===== src/rtl/clk_rst_gen_pkg.sv =====
// -----------------------------------------------------------------------------
// clk_rst_gen_pkg
// Shared definitions for the clock-enable / reset sequencer:
//   - default divisor and delay-bit constants
//   - ch_width(): width of the channel-select field, never less than 1 bit
//   - rst_state_e: per-channel reset sequencer state
// -----------------------------------------------------------------------------
package clk_rst_gen_pkg;

    localparam int unsigned DEFAULT_DIVIDER   = 1000;
    localparam int unsigned DEFAULT_DELAY_BIT = 15;

    // A single channel still needs a 1-bit select port.
    function automatic int unsigned ch_width(input int unsigned num_ch);
        return (num_ch > 1) ? $clog2(num_ch) : 1;
    endfunction

    typedef enum logic [1:0] {
        RST_HOLD      = 2'd0,  // waiting for the predecessor (or delay counter)
        RST_WAIT_TICK = 2'd1,  // predecessor released, waiting for own tick
        RST_RELEASED  = 2'd2   // reset deasserted until the next reset
    } rst_state_e;

endpackage


===== src/rtl/clk_div_channel.sv =====
// -----------------------------------------------------------------------------
// clk_div_channel
// One divider channel: counter 0..D, square-wave output toggling on every wrap,
// one-cycle tick on each rising transition, and a glitch-free divisor reload
// that only takes effect at a wrap.
//
// Optional feature macro: CLK_RST_GEN_DIV_LOAD_EN
//   defined   : runtime divisor reload through i_wr_en / i_wr_val
//   undefined : divisor fixed at DIVIDER, write inputs ignored, o_div_pending=0
//
// Ports:
//   clk            in   clock, all logic on posedge
//   reset          in   synchronous active-high reset
//   i_wr_en        in   divisor write strobe for this channel
//   i_wr_val       in   new divisor
//   o_clk_out      out  divided square wave, period 2*(D+1)
//   o_tick_out     out  one-cycle strobe coincident with clk_out rising
//   o_div_pending  out  write accepted but not yet applied
// -----------------------------------------------------------------------------
module clk_div_channel
    import clk_rst_gen_pkg::*;
#(
    parameter int unsigned DIV_WIDTH = 16,
    parameter int unsigned DIVIDER   = DEFAULT_DIVIDER
) (
    input  logic                 clk,
    input  logic                 reset,
    input  logic                 i_wr_en,
    input  logic [DIV_WIDTH-1:0] i_wr_val,
    output logic                 o_clk_out,
    output logic                 o_tick_out,
    output logic                 o_div_pending
);

    localparam logic [DIV_WIDTH-1:0] RESET_DIV = DIV_WIDTH'(DIVIDER);

    logic [DIV_WIDTH-1:0] r_cnt;
    logic                 r_clk;
    logic                 r_tick;
    logic [DIV_WIDTH-1:0] w_active;
    logic                 w_wrap;

    assign w_wrap = (r_cnt == w_active);

    always_ff @(posedge clk) begin
        if (reset) begin
            r_cnt  <= '0;
            r_clk  <= 1'b0;
            r_tick <= 1'b0;
        end else if (w_wrap) begin
            r_cnt  <= '0;
            r_clk  <= ~r_clk;
            // tick marks only the low->high transition
            r_tick <= ~r_clk;
        end else begin
            r_cnt  <= r_cnt + DIV_WIDTH'(1);
            r_tick <= 1'b0;
        end
    end

`ifdef CLK_RST_GEN_DIV_LOAD_EN
    logic [DIV_WIDTH-1:0] r_active;
    logic [DIV_WIDTH-1:0] r_pend;
    logic                 r_pend_vld;

    // The active divisor only changes on a wrap, so a period is never cut
    // short. A write landing on the wrap cycle bypasses the pending stage.
    always_ff @(posedge clk) begin
        if (reset) begin
            r_active   <= RESET_DIV;
            r_pend     <= '0;
            r_pend_vld <= 1'b0;
        end else if (w_wrap) begin
            if (i_wr_en) begin
                r_active <= i_wr_val;
            end else if (r_pend_vld) begin
                r_active <= r_pend;
            end
            r_pend_vld <= 1'b0;
        end else if (i_wr_en) begin
            r_pend     <= i_wr_val;
            r_pend_vld <= 1'b1;
        end
    end

    assign w_active      = r_active;
    assign o_div_pending = r_pend_vld;
`else
    logic w_unused_wr;

    assign w_active      = RESET_DIV;
    assign o_div_pending = 1'b0;
    assign w_unused_wr   = ^{i_wr_en, i_wr_val};
`endif

    assign o_clk_out  = r_clk;
    assign o_tick_out = r_tick;

endmodule


===== src/rtl/clk_rst_gen.sv =====
// -----------------------------------------------------------------------------
// clk_rst_gen
// NUM_CH independent clock-enable dividers plus an ordered reset release:
// channel 0 leaves reset when the delay counter reaches bit DELAY_BIT, each
// following channel leaves reset on its own first tick after its predecessor
// has been released. Dividers keep running while channels are held in reset.
//
// Optional feature macro: CLK_RST_GEN_DIV_LOAD_EN (runtime divisor reload;
// when undefined div_wr/div_ch/div_val are ignored and div_pending is 0).
//
// Ports:
//   clk          in   clock
//   reset        in   synchronous active-high reset
//   div_wr       in   divisor write strobe
//   div_ch       in   target channel (values >= NUM_CH are ignored)
//   div_val      in   new divisor
//   clk_out      out  per-channel divided square wave
//   tick_out     out  per-channel strobe on clk_out rising transition
//   rst_out      out  per-channel active-high reset
//   div_pending  out  per-channel write accepted, not yet applied
//   rst_done     out  high one cycle after the last rst_out clears
// -----------------------------------------------------------------------------
module clk_rst_gen
    import clk_rst_gen_pkg::*;
#(
    parameter  int unsigned NUM_CH    = 2,
    parameter  int unsigned DIV_WIDTH = 16,
    parameter  int unsigned DIVIDER   = DEFAULT_DIVIDER,
    parameter  int unsigned DELAY_BIT = DEFAULT_DELAY_BIT,
    localparam int unsigned CHW       = ch_width(NUM_CH)
) (
    input  logic                 clk,
    input  logic                 reset,
    input  logic                 div_wr,
    input  logic [CHW-1:0]       div_ch,
    input  logic [DIV_WIDTH-1:0] div_val,
    output logic [NUM_CH-1:0]    clk_out,
    output logic [NUM_CH-1:0]    tick_out,
    output logic [NUM_CH-1:0]    rst_out,
    output logic [NUM_CH-1:0]    div_pending,
    output logic                 rst_done
);

    localparam int unsigned DW = DELAY_BIT + 1;

    logic [DW-1:0]     r_delay;
    logic [NUM_CH-1:0] w_wr;
    logic              r_rst_done;

    // Delay counter saturates as soon as its top bit is set.
    always_ff @(posedge clk) begin
        if (reset) begin
            r_delay <= '0;
        end else if (!r_delay[DELAY_BIT]) begin
            r_delay <= r_delay + DW'(1);
        end
    end

    genvar gi;
    generate
        for (gi = 0; gi < NUM_CH; gi++) begin : g_ch
            rst_state_e r_state;
            rst_state_e w_state_next;
            logic       r_rst;
            logic       w_prev_clear;
            logic       w_tick;

            // Out-of-range channel numbers simply match no instance.
            assign w_wr[gi] = div_wr && (div_ch == CHW'(gi));

            clk_div_channel #(
                .DIV_WIDTH (DIV_WIDTH),
                .DIVIDER   (DIVIDER)
            ) u_div (
                .clk           (clk),
                .reset         (reset),
                .i_wr_en       (w_wr[gi]),
                .i_wr_val      (div_val),
                .o_clk_out     (clk_out[gi]),
                .o_tick_out    (tick_out[gi]),
                .o_div_pending (div_pending[gi])
            );

            // Channel 0 is gated by the delay counter alone; later channels
            // wait for the predecessor and then their own tick.
            if (gi == 0) begin : g_first
                assign w_prev_clear = r_delay[DELAY_BIT];
                assign w_tick       = 1'b1;
            end else begin : g_next
                assign w_prev_clear = ~rst_out[gi-1];
                assign w_tick       = tick_out[gi];
            end

            always_comb begin
                w_state_next = r_state;
                unique case (r_state)
                    RST_HOLD: begin
                        if (w_prev_clear) begin
                            w_state_next = w_tick ? RST_RELEASED : RST_WAIT_TICK;
                        end
                    end
                    RST_WAIT_TICK: begin
                        if (w_tick) begin
                            w_state_next = RST_RELEASED;
                        end
                    end
                    RST_RELEASED: begin
                        w_state_next = RST_RELEASED;
                    end
                    default: begin
                        w_state_next = RST_HOLD;
                    end
                endcase
            end

            always_ff @(posedge clk) begin
                if (reset) begin
                    r_state <= RST_HOLD;
                    r_rst   <= 1'b1;
                end else begin
                    r_state <= w_state_next;
                    r_rst   <= (w_state_next != RST_RELEASED);
                end
            end

            assign rst_out[gi] = r_rst;
        end
    endgenerate

    always_ff @(posedge clk) begin
        if (reset) begin
            r_rst_done <= 1'b0;
        end else begin
            r_rst_done <= ~|rst_out;
        end
    end

    assign rst_done = r_rst_done;

endmodule


===== config.mk =====
export PLATFORM = sky130hd
export DESIGN_NAME = clk_rst_gen
export DESIGN_NICKNAME = d
export VERILOG_FILES = /design/src/rtl/clk_rst_gen_pkg.sv /design/src/rtl/clk_div_channel.sv /design/src/rtl/clk_rst_gen.sv
export SDC_FILE = /design/constraint.sdc
export NUM_CORES = 1
export LEC_CHECK = 0
export BUFFER_PORTS_ARGS = -buffer_cell sky130_fd_sc_hd__buf_2
export CAP_MARGIN = 20
export CORE_MARGIN = 5
export CORE_UTILIZATION = 40
export DETAILED_ROUTE_END_ITERATION = 8
export MAX_ROUTING_LAYER = met4
export PLACE_DENSITY_LB_ADDON = 0.05
export SLEW_MARGIN = 5
export SYNTH_ARGS = -nofsm -noshare
export SYNTH_HDL_FRONTEND = slang
export SYNTH_SLANG_ARGS = --single-unit

===== constraint.sdc =====
create_clock -name clk -period 4.85 [get_ports clk]
set_clock_uncertainty 0.2 [all_clocks]
set_input_delay 0.2425 -clock clk [delete_from_list [all_inputs] [get_ports clk]]
set_output_delay 0.2425 -clock clk [all_outputs]
set_load 0.02 [all_outputs]

### Word-level counts from Yosys, hierarchy flattened

Index checks and enable logic that the tools add are counted.

* $add $sub $neg: 3
* reductions and logical operators: 9
* equal/unequal tests: 8
* mux-type cells: 7
* bitwise gates (word level): 4

Operators by type and width (count)
* 16-bit by 1-bit adder with 16-bit output (second input constant): 3
* 16-bit by 10-bit == test with 1-bit output (second input constant): 2
* 16-bit two-way mux: 1
* 2-bit OR reduction: 6
* 2-bit two-way mux: 4
* 2-bit case mux with 3 select lines: 1
* 2-bit by 1-bit == test with 1-bit output (second input constant): 2
* 2-bit == test (second input constant): 2
* 2-bit zero test: 2
* 2-bit inequality test (second input constant): 2
* 1-bit NOT: 4
* 2-bit case mux with 2 select lines: 1
* 1-bit zero test: 1

* bits of input ports: 20
* output and inout bits: 9
* register bits: 59

### Depth between registers and ports, before layout

Gate-level depths: netlist of run 1.

* depth in word-level cells: 4
* gate-level depth with buffers: 8
* depth with buffers taken out: 6

### Modules after synthesis

From an unflattened synthesis of run 1, not the netlist that was laid out.

* cell total of the unflattened synthesis: 300
* area, all modules: 2702.6 um2

By module, submodules not included
* clk_div_channel: cells each 94, sequential area each 360.3 um2, instances 2, area an instance 818.3 um2
* clk_rst_gen: cells each 112, sequential area each 460.4 um2, instances 1, area an instance 1066.0 um2

### Worst setup path before layout of run 1

OpenSTA, ideal clock, no wires.

* path kind: reg2reg
* start point: reg g_ch[0].u_div.r_cnt[0]
* end point: reg g_ch[0].u_div.r_cnt[15]
* clock period less this slack: 2.057 ns
* setup slack: 2.793 ns
* stages on the path, launching flop included: 9
* setup time: 0.115 ns
* arrival time: 1.742 ns
* cells stage by stage: dfxtp_1 > inv_1 > ha_1 > or3b_2 > or4_4 > nand2b_1 > buf_6 > buf_6 > nor2_1

* cells in the longest elaborated chain, start to end: 2

Ends and longest elaborated chain
* start, declared: line clk_div_channel.sv:37 `logic [DIV_WIDTH-1:0] r_cnt;`
* start signal, assigned: line clk_div_channel.sv:56 `r_cnt <= r_cnt + DIV_WIDTH'(1);`
* parallel branches: the longest is 2 deep, another holds 16-bit by 1-bit adder with 16-bit output

Several ways; the timed one is not identified.
A chain may end at the register's enable or synchronous reset.

### Final worst setup path of run 1

* start point: reg g_ch[0].u_div.r_cnt[0]
* end point: reg g_ch[0].u_div.r_cnt[2]

Same word-level chain as after synthesis.

==> results of run 1 <==
==> where the power goes <==
| group | internal, mW | total [mW] | leakage, nW | switching (mW) |
|---|---|---|---|---|
| Sequential | 0.494 | 0.505 | 0.477 | 0.0111 |
| Combinational | 0.0134 | 0.0358 | 0.383 | 0.0224 |
| Clock | 0.383 | 0.574 | 0.133 | 0.191 |
==> synthesized netlist by cell type <==
cell / instances
and3_1: 1
a21oi_1: 3
or4_4: 1
nand3b_1: 1
ha_1: 7
or3_1: 2
nand4b_1: 1
nor4b_1: 1
or4_1: 1
or4b_1: 2
nand2_1: 12
o22ai_1: 1
or2_2: 1
and4b_1: 1
o31ai_1: 1
nor3_1: 12
nor2b_1: 3
conb_1: 1
a211oi_1: 1
xor2_1: 15
buf_6: 2
or3b_2: 1
nor2_1: 52
nand2b_1: 3
nor4_1: 14
buf_4: 8
nand3_1: 12
dfxtp_1: 59
and3b_1: 1
mux2i_1: 1
clkbuf_1: 7
o21ai_0: 3
and4_1: 3
nand4_1: 16
xnor2_1: 26
inv_1: 15
==> layout by cell type (no fill, tap or decap), types with 2 or more instances in the layout <==
cell type,n
conb_1,2
nand4_1,16
nor4_1,14
nor2_1,52
buf_2,8
nand3_1,12
dfxtp_1,59
clkbuf_8,12
xor2_1,15
or3_1,2
nand2b_1,3
o21ai_0,3
nand2_1,12
bufinv_16,3
nor3_1,12
a21oi_1,3
ha_1,7
or4b_1,2
xnor2_1,26
inv_1,15
nor2b_1,3
and4_1,3
==> kinds of logic after synthesis <==
kind of cell    share of synthesized area [%]
fa+ha+maj                                3.39
flops                                    45.7
buf+inv                                  6.39
compound gates                           1.98
xor+xnor                                 13.9
other cells                             0.145
mux                                     0.387
simple gates                             28.2
==> cell type report <==
type	count	area [sq um]	share of cell area [%]
tap	77	96.3	3.35
clock inverter	4	95.1	3.30
clock buffer	12	165	5.74
sequential	59	1180	41.0
timing repair buffer	8	40.0	1.39
multi-input combinational	201	1240	43.2
inverter	15	56.3	1.96
==> worst paths after layout <==
kind	slack (ns)	cells past startpoint	endpoint	from
setup / recovery	2.45	6	g_ch[0].u_div.r_cnt[2]$_SDFF_PP0_	g_ch[0].u_div.r_cnt[0]$_SDFF_PP0_
hold / removal	0.15	2	r_delay[6]$_SDFFE_PP0N_	reset
setup reg to reg	2.45	6	g_ch[0].u_div.r_cnt[2]$_SDFF_PP0_	g_ch[0].u_div.r_cnt[0]$_SDFF_PP0_
hold reg to reg	0.21	1	rst_done$_SDFF_PP0_	g_ch[1].r_rst$_SDFF_PP1_
==> registers in the layout, indices dropped and copies added (netlist names) <==
register,count
g_ch.u_div.r_cnt,32
g_ch.u_div.o_tick_out,2
g_ch.r_rst,2
r_delay,16
g_ch.u_div.o_clk_out,2
g_ch.r_state,4
rst_done,1
==> layer usage <==
metal	vias to the layer above	GRT usage (%)
met2	35	17.1
met3	5	4.75
met4	0	5.21
li1	983	-
met5	-	-
met1	820	16.1
==> worst max-delay path, delay by kind of cell (launching register included) <==
family                     cells  cell delay [ns]
buffers and inverters          1             0.08
DFF                            1             0.38
and+or+nand+nor                4             1.46
adders and majority gates      1             0.13
==> results.json, run 1 <==
{
  "status": "complete, no violations",
  "critPathSlowestCell": "nand2b_1",
  "synth_cell_type_count": 36,
  "slew_headroom_pct": 57.6,
  "cts_tree": "built",
  "placed_cell_area_sq_um": 2620,
  "synth_seq_area_share_pct": 45.7,
  "arrival_ns": 2.39,
  "wl_met1_um": 2370,
  "fin_crit_ns": 2.40,
  "hold_buffers": 0,
  "synth_area_leaders": "dfxtp_1 46%, xnor2_1 8.8%, nor2_1 7.5%",
  "worstSetupPathType": "flip-flop to flip-flop",
  "hold_viol_final": 0,
  "hp-class": "input port to flip-flop",
  "fin_nets": 321,
  "timing.fmax_mhz": 418,
  "core-area_sq_um": 6310,
  "overflow": 0,
  "stdcell_area_sq_um": 2880,
  "design.die.area_sq_um": 8170,
  "worst_pin_slew_ns": 0.635,
  "top_layer_used": "met4",
  "crit_fanout": 16,
  "placed_cells": 360,
  "routabilityCongestion": 0.719,
  "wl_met2_um": 1960,
  "worst_path_largest_cell_delay_ns": 0.48,
  "grt_max_degree": 29,
  "synthCells": 291,
  "drtIter0Drc": 56,
  "routedWlPerCell_um": 12.1,
  "fillers": 623,
  "start_util_pct": 41.0,
  "drive_above_1_share_pct": 9.03,
  "synth_top_cell_area_share_pct": 45.7,
  "drc": 0,
  "post-place-ws_ns": 2.43,
  "drv_cap": 0,
  "setup_viol": 0,
  "path_clk_slew_ns": 0.06,
  "n_antenna_cell": 0,
  "grt_first_pass_wirelength_um": 8110,
  "rows": 29,
  "powerDensity_nw_per_um2": 387,
  "synth_area_per_cell_sq_um": 8.89,
  "clock_path_buffers": 2,
  "dr.pass1.iters": 4,
  "port_buffers": 8,
  "antenna_found_initial": 0,
  "dieHeight_um": 90.4,
  "start_kind": "flip-flop",
  "post_cts.repair.setup_buffers": 0,
  "htreeDepth": 3,
  "viasPerCell": 4.90,
  "cp_cell_sequence": "inv_1, ha_1, or3b_2, or4_4, nand2b_1, nor2_1",
  "final_cell_count_no_fill": 376,
  "track_usage_pct": 12.4,
  "yosys.area.top_type": "dfxtp_1",
  "critPathCaptureType": "flip-flop",
  "syn2layout_area_growth_pct": 11.3,
  "cts_resized": 0,
  "whs_ns": 0.150,
  "fin_ws_ns": 2.45,
  "rsz0062_at_grt": "false",
  "clock-root-buffer": "clkbuf_8",
  "cts_sinks": 59,
  "tns_ns": 0,
  "clk_latency_ns": 0.33,
  "p_total_mw": 1.11,
  "routed-wl-met3_um": 193,
  "vdd_drop_max_v": 0.000188,
  "io_pins": 29,
  "ys_ff_latch": 59,
  "post-route-util_pct": 45.6,
  "first_global_vias": 1785,
  "via_count": 1843,
  "fp.dieW_um": 90.4,
  "period_share_pct": 49.4,
  "power.leakage_nw": 0.993,
  "maxSlewViolCount": 0,
  "required_ns": 4.84,
  "yosys_warnings": 0,
  "cts_buffers": 9,
  "drt_wl_total_um": 4560,
  "syn_area_sq_um": 2590,
  "postRouteAntennaNets": 0,
  "dpl.hpwl_um": 2940
}
No activity file was read; power rests on OpenSTA's default activity.
==> run 2: changes to the inputs <==
ABC_AREA = 1   (was not set)
clock period = 2.3 ns   (was 4.85 ns; I/O delays follow)
==> run 2 against run 1 <==
Utilization rose by 0.50 points. Sequential power rose by 110%. Hold slack improved by 0.069 ns. Largest cell class unchanged.
==> results.json, run 2 <==
{
  "synth_area_leaders": "dfxtp_1 41%, nor2_1 9.9%, nand2_1 9.5%",
  "fin_nets": 429,
  "required_ns": 2.33,
  "timing.fmax_mhz": 621,
  "cts_tree": "built",
  "hold_start": "g_ch[1].r_rst$_SDFF_PP1_",
  "hold_viol_final": 0,
  "largest_reg_flops": 32,
  "rows": 30,
  "clock_path_buffers": 2,
  "synth_cell_type_count": 33,
  "first_global_vias": 2133,
  "post-route-util_pct": 46.1,
  "drc": 0,
  "whs_ns": 0.219,
  "cp.buffers_inverters": 0,
  "ys_ff_latch": 59,
  "drtIter0Drc": 88,
  "grt_first_pass_wirelength_um": 9540,
  "synth_most_common_cell": "nor2_1",
  "yosys.area.top_type": "dfxtp_1",
  "fin_ws_ns": 0.689,
  "viasPerCell": 4.54,
  "post-place-ws_ns": 0.705,
  "start_kind": "flip-flop",
  "crit_fanout": 7,
  "clk_latency_ns": 0.34,
  "dpl.hpwl_um": 3820,
  "largestRegisters": "g_ch.u_div.r_cnt: 32 flops, r_delay: 16 flops, g_ch.r_state: 4 flops",
  "port_buffers": 8,
  "synthCells": 392,
  "synth_edf_count": 0,
  "synthTopCellsByCount": "75 x nor2_1, 72 x nand2_1, 59 x dfxtp_1",
  "n_antenna_cell": 0,
  "placed_cell_area_sq_um": 2930,
  "clock-root-buffer": "clkbuf_8",
  "status": "complete, no violations",
  "cts_buffers": 9,
  "synth_area_per_cell_sq_um": 7.27,
  "tns_ns": 0,
  "drt_wl_total_um": 5310,
  "dr.pass1.iters": 4,
  "arrival_ns": 1.65,
  "met2_usage_pct": 20.1,
  "cts_resized": 0,
  "overflow": 0,
  "met3_usage_pct": 4.30,
  "dieHeight_um": 94.4,
  "top_usage_layer": "met2",
  "met1_usage_pct": 18.3,
  "htreeDepth": 3,
  "vdd_drop_max_v": 0.000252,
  "via_count": 2284,
  "fp.dieW_um": 94.4,
  "rr_startpoint": "r_delay[0]$_SDFFE_PP0N_",
  "track_usage_pct": 14.0,
  "syn_area_sq_um": 2850,
  "worstSetupPathType": "flip-flop to flip-flop",
  "core-area_sq_um": 6870,
  "hp-class": "flip-flop to flip-flop",
  "critPathSlowestCell": "dfxtp_1",
  "p_total_mw": 2.20,
  "synth_top_cell_area_share_pct": 41.4,
  "rsz0062_at_grt": "false",
  "cp-startpoint": "r_delay[0]$_SDFFE_PP0N_",
  "start_util_pct": 41.5,
  "critPathCaptureType": "flip-flop",
  "grt_max_degree": 17,
  "worst_path_largest_cell_delay_ns": 0.42,
  "power.leakage_nw": 1.15,
  "top_register": "g_ch.u_div.r_cnt",
  "yosys_warnings": 0,
  "io_pins": 29,
  "design.die.area_sq_um": 8920,
  "cts_sinks": 59,
  "path_clk_slew_ns": 0.07,
  "powerDensity_nw_per_um2": 696,
  "syn2layout_area_growth_pct": 11.0,
  "cp_cell_sequence": "ha_1, nand3_4, nor2_4, nand3_1, o21ai_0, nor2_1",
  "routabilityCongestion": 0.781,
  "final_common_cell": "nor2_1",
  "fillers": 721,
  "synth_seq_area_share_pct": 41.4,
  "drive_above_1_share_pct": 11.5,
  "cpLargestDelayFamily": "simple AND/OR/NAND/NOR gates",
  "routedWlPerCell_um": 10.6,
  "async_flop_share_pct": 0,
  "postRouteAntennaNets": 0,
  "setup_viol": 0,
  "ys.flop_type": "dfxtp_1",
  "placed_cells": 486,
  "drv_cap": 0,
  "final_cell_mix": "75 x nor2_1, 72 x nand2_1, 59 x dfxtp_1",
  "reg2reg_slack_ns": 0.69,
  "maxSlewViolCount": 0,
  "stdcell_area_sq_um": 3170,
  "antenna_found_initial": 0,
  "period_share_pct": 70.1,
  "fin_crit_ns": 1.61,
  "final_cell_count_no_fill": 503
}
==> run 2: cell types whose count changed after synthesis, sizes merged, moves of 5 or more <==
cell    change
nor3        -9
inv        +33
nor2       +33
nand2      +67
o21ai       +8
xnor2      -19
nand3      +17
a21oi      +15
clkbuf      -6
nor4       -13
xor2        -5
==> run 2: final timing paths <==
path	endpoint	cells after the start
setup / recovery	r_delay[14]$_SDFFE_PP0N_	6
hold / removal	rst_done$_SDFF_PP0_	1
setup reg to reg	r_delay[14]$_SDFFE_PP0N_	6
hold reg to reg	rst_done$_SDFF_PP0_	1
==> run 2: logic make-up (layout without fill, tap and decap cells) <==
kind of cell	after synthesis	count (layout)	share of synthesized area, %
AOI/OAI and AO/OA	34	34	6.32
xor gates and xnor gates	17	17	5.22
adders and majority gates	7	7	3.07
buffers and inverters	60	74	9.52
DFF	59	59	41.4
other	1	2	0.132
and+or+nand+nor	214	214	34.3
==> run 2: layer usage <==
layer  vias to the layer above  share of wire (%)  wire length (um)
li1                       1253                  -                 -
met1                      1005                 51              2700
met2                        21                 44              2360
met3                         5                3.5               188
met4                         0                1.3                68
met5                         -                  0                 0
==> run 2: area by class of cell <==
type | count | area, sq um | area share, %
clock buffers | 9 | 124 | 3.91
clock inverters | 7 | 100 | 3.16
inverters | 48 | 180 | 5.69
multi-input cells | 274 | 1400 | 44.3
flip-flops and latches | 59 | 1180 | 37.3
well taps | 96 | 120 | 3.79
repair buffers | 10 | 57.6 | 1.82
==> run 2: worst reg2reg max path, stage by stage, from the launching register on <==
cell and delay (ns):
dfxtp_1 0.42, ha_1 0.27, nand3_4 0.12, nor2_4 0.17
nand3_1 0.12, o21ai_0 0.16, nor2_1 0.05
==> run 2: repair_timing <==
action	CTS	global route
buffers inserted	0	0
hold buffers	1	0
hold endpoints to repair	11	0
setup endpoints to repair	0	0
==> run 2: report_power, final <==
| part | total [mW] | switching [mW] | internal (mW) |
|---|---|---|---|
| sequential | 1.06 | 0.0193 | 1.04 |
| clock | 1.06 | 0.446 | 0.617 |
| combinational | 0.0804 | 0.0513 | 0.0291 |
| total | 2.20 | 0.516 | 1.69 |
==> run 3: changes to the inputs <==
clock period = 1.5 ns   (was 2.3 ns; I/O delays follow)
==> run 3 against run 2 <==
Via count grew 3.5%. Clock power up 23%. Critical endpoint is now g_ch[0].u_div.r_cnt[10]$_SDFF_PP0_. Die area unchanged. First-iteration DRC count decreased by 34%. Hold slack gained 0.0069 ns. Highest routed layer unchanged. Utilization is 3.1 points higher. Largest cell class unchanged. Critical path depth is 2 higher.
==> results.json, run 3 (synthesized netlist as in run 2, its figures left out) <==
{
  "critPathCaptureType": "flip-flop",
  "register_area_sq_um": 1190,
  "grt_first_pass_wirelength_um": 9730,
  "final_common_cell": "nor2_1",
  "arrival_ns": 1.49,
  "fp.dieW_um": 94.4,
  "placed_cell_area_sq_um": 3110,
  "whs_ns": 0.226,
  "grt_max_degree": 17,
  "tns_ns": 0,
  "io_pins": 29,
  "stdcell_area_sq_um": 3380,
  "fillers": 731,
  "drive_above_1_share_pct": 20.2,
  "cts_buffers": 9,
  "final_cell_mix": "73 x nor2_1, 71 x nand2_1, 51 x dfxtp_1",
  "whs_path_depth": 1,
  "crit_fanout": 16,
  "first_global_vias": 2236,
  "core-area_sq_um": 6870,
  "r2r-end": "g_ch[0].u_div.r_cnt[10]$_SDFF_PP0_",
  "clock_path_buffers": 2,
  "multiInputGateArea_sq_um": 1460,
  "p_int_mw": 2.36,
  "design.die.area_sq_um": 8920,
  "fin_crit_ns": 1.47,
  "path_clk_slew_ns": 0.07,
  "port_buffers": 8,
  "placed_cells": 508,
  "clk_latency_ns": 0.32,
  "maxSlewViolCount": 0,
  "critPathSlowestCell": "dfxtp_2",
  "combPwrFrac_pct": 5.4,
  "routedWlPerCell_um": 10.3,
  "period_share_pct": 98.0,
  "rsz0062_at_grt": "true",
  "track_usage_pct": 14.1,
  "hp-class": "flip-flop to flip-flop",
  "largest_reg_flops": 32,
  "start_kind": "flip-flop",
  "hold_viol_final": 0,
  "switching_share_pct": 23.7,
  "via_count": 2365,
  "reg2reg_slack_ns": 0.03,
  "fin_nets": 452,
  "drt_wl_total_um": 5420,
  "holdPathEnd": "g_ch[1].r_state[0]$_SDFF_PP0_",
  "drv_cap": 0,
  "worst_path_largest_cell_delay_ns": 0.34,
  "fin_ws_ns": 0.0300,
  "power.leakage_nw": 1.26,
  "cp-startpoint": "g_ch[0].u_div.r_cnt[0]$_SDFF_PP0_",
  "worstSetupPathType": "flip-flop to flip-flop",
  "postRouteAntennaNets": 0,
  "p_switching_mw": 0.734,
  "start_util_pct": 41.5,
  "hold_start": "g_ch[1].r_state[1]$_SDFF_PP0_",
  "clock-root-buffer": "clkbuf_8",
  "pwr-share-clk_pct": 41.9,
  "dpl.hpwl_um": 3960,
  "rows": 30,
  "htreeDepth": 3,
  "reg2reg_depth": 8,
  "viasPerCell": 4.50,
  "post-place-ws_ns": -0.00492,
  "powerDensity_nw_per_um2": 915,
  "seq_power_share_pct": 52.7,
  "status": "complete, no violations",
  "cp_cell_sequence": "inv_1, ha_2, nand3_2, nor3_2, nand2_1, nand2_2, buf_12, nor2_1",
  "cts_sinks": 59,
  "post-route-util_pct": 49.2,
  "dr.pass1.iters": 4,
  "cts_tree": "built",
  "routabilityCongestion": 0.798,
  "timing.fmax_mhz": 680,
  "required_ns": 1.52,
  "dieHeight_um": 94.4,
  "top_register": "g_ch.u_div.r_cnt",
  "setup_viol": 0,
  "syn2layout_area_growth_pct": 18.5,
  "final_cell_count_no_fill": 526,
  "drc": 0,
  "rr_startpoint": "g_ch[0].u_div.r_cnt[0]$_SDFF_PP0_",
  "largestRegisters": "g_ch.u_div.r_cnt: 32 flops, r_delay: 16 flops, g_ch.r_state: 4 flops",
  "antenna_found_initial": 0,
  "p_total_mw": 3.09,
  "n_antenna_cell": 0,
  "overflow": 0,
  "drtIter0Drc": 58,
  "vdd_drop_max_v": 0.000451
}
run 3: routing by layer:
| metal | global-route usage, % | share of wire, % |
|---|---|---|
| met2 | 21.1 | 45 |
| met5 | - | 0 |
| met1 | 18.0 | 52 |
| met4 | 6.50 | 1.1 |
| met3 | 3.35 | 1.8 |
run 3: power by group through the flow:
stage	registers [mW]	logic (mW)	clock network, mW
finish	1.63	0.165	1.30
global route	1.63	0.190	1.44
floorplan	1.66	0.110	0
detailed placement	1.66	0.153	0
CTS	1.62	0.156	1.35
global placement	1.66	0.151	0
run 3: worst max path at each step:
stage / endpoint / slack [ns]
floorplan: r_delay[14]$_SDFFE_PP0N_ / 0.06
global placement: g_ch[0].u_div.r_cnt[13]$_SDFF_PP0_ / 0.009
detailed placement: g_ch[0].u_div.r_cnt[15]$_SDFF_PP0_ / -0.005
CTS: r_delay[14]$_SDFFE_PP0N_ / 0.01
global route: g_ch[0].u_div.r_cnt[12]$_SDFF_PP0_ / -0.05
finish: g_ch[0].u_div.r_cnt[10]$_SDFF_PP0_ / 0.03
run 3: critical path, delay by kind of cell (launching register included):
family                   cells  cell delay [ns]
adder cells (fa/ha/maj)      1             0.18
AND/OR/NAND/NOR              5             0.44
buffers and inverters        2             0.21
flip-flops                   1             0.34
run 3: cell type report:
| class | count | share of cell area, % |
|---|---|---|
| Clock inverter | 4 | 0.741 |
| Inverter | 48 | 5.33 |
| Tap cell | 96 | 3.56 |
| Timing Repair Buffer | 33 | 7.19 |
| Multi-Input combinational cell | 274 | 43.3 |
| Sequential cell | 59 | 35.3 |
| Clock buffer | 12 | 4.59 |
run 3: timing repair:
item / 4_1_cts / 5_1_grt
hold buffers: 1 / 0
endpoints found under the setup margin: 9 / 38
setup buffers: 0 / 1
endpoints found under the hold margin: 12 / 0
gates resized for setup: 3 / 19
pin swaps: 0 / 4
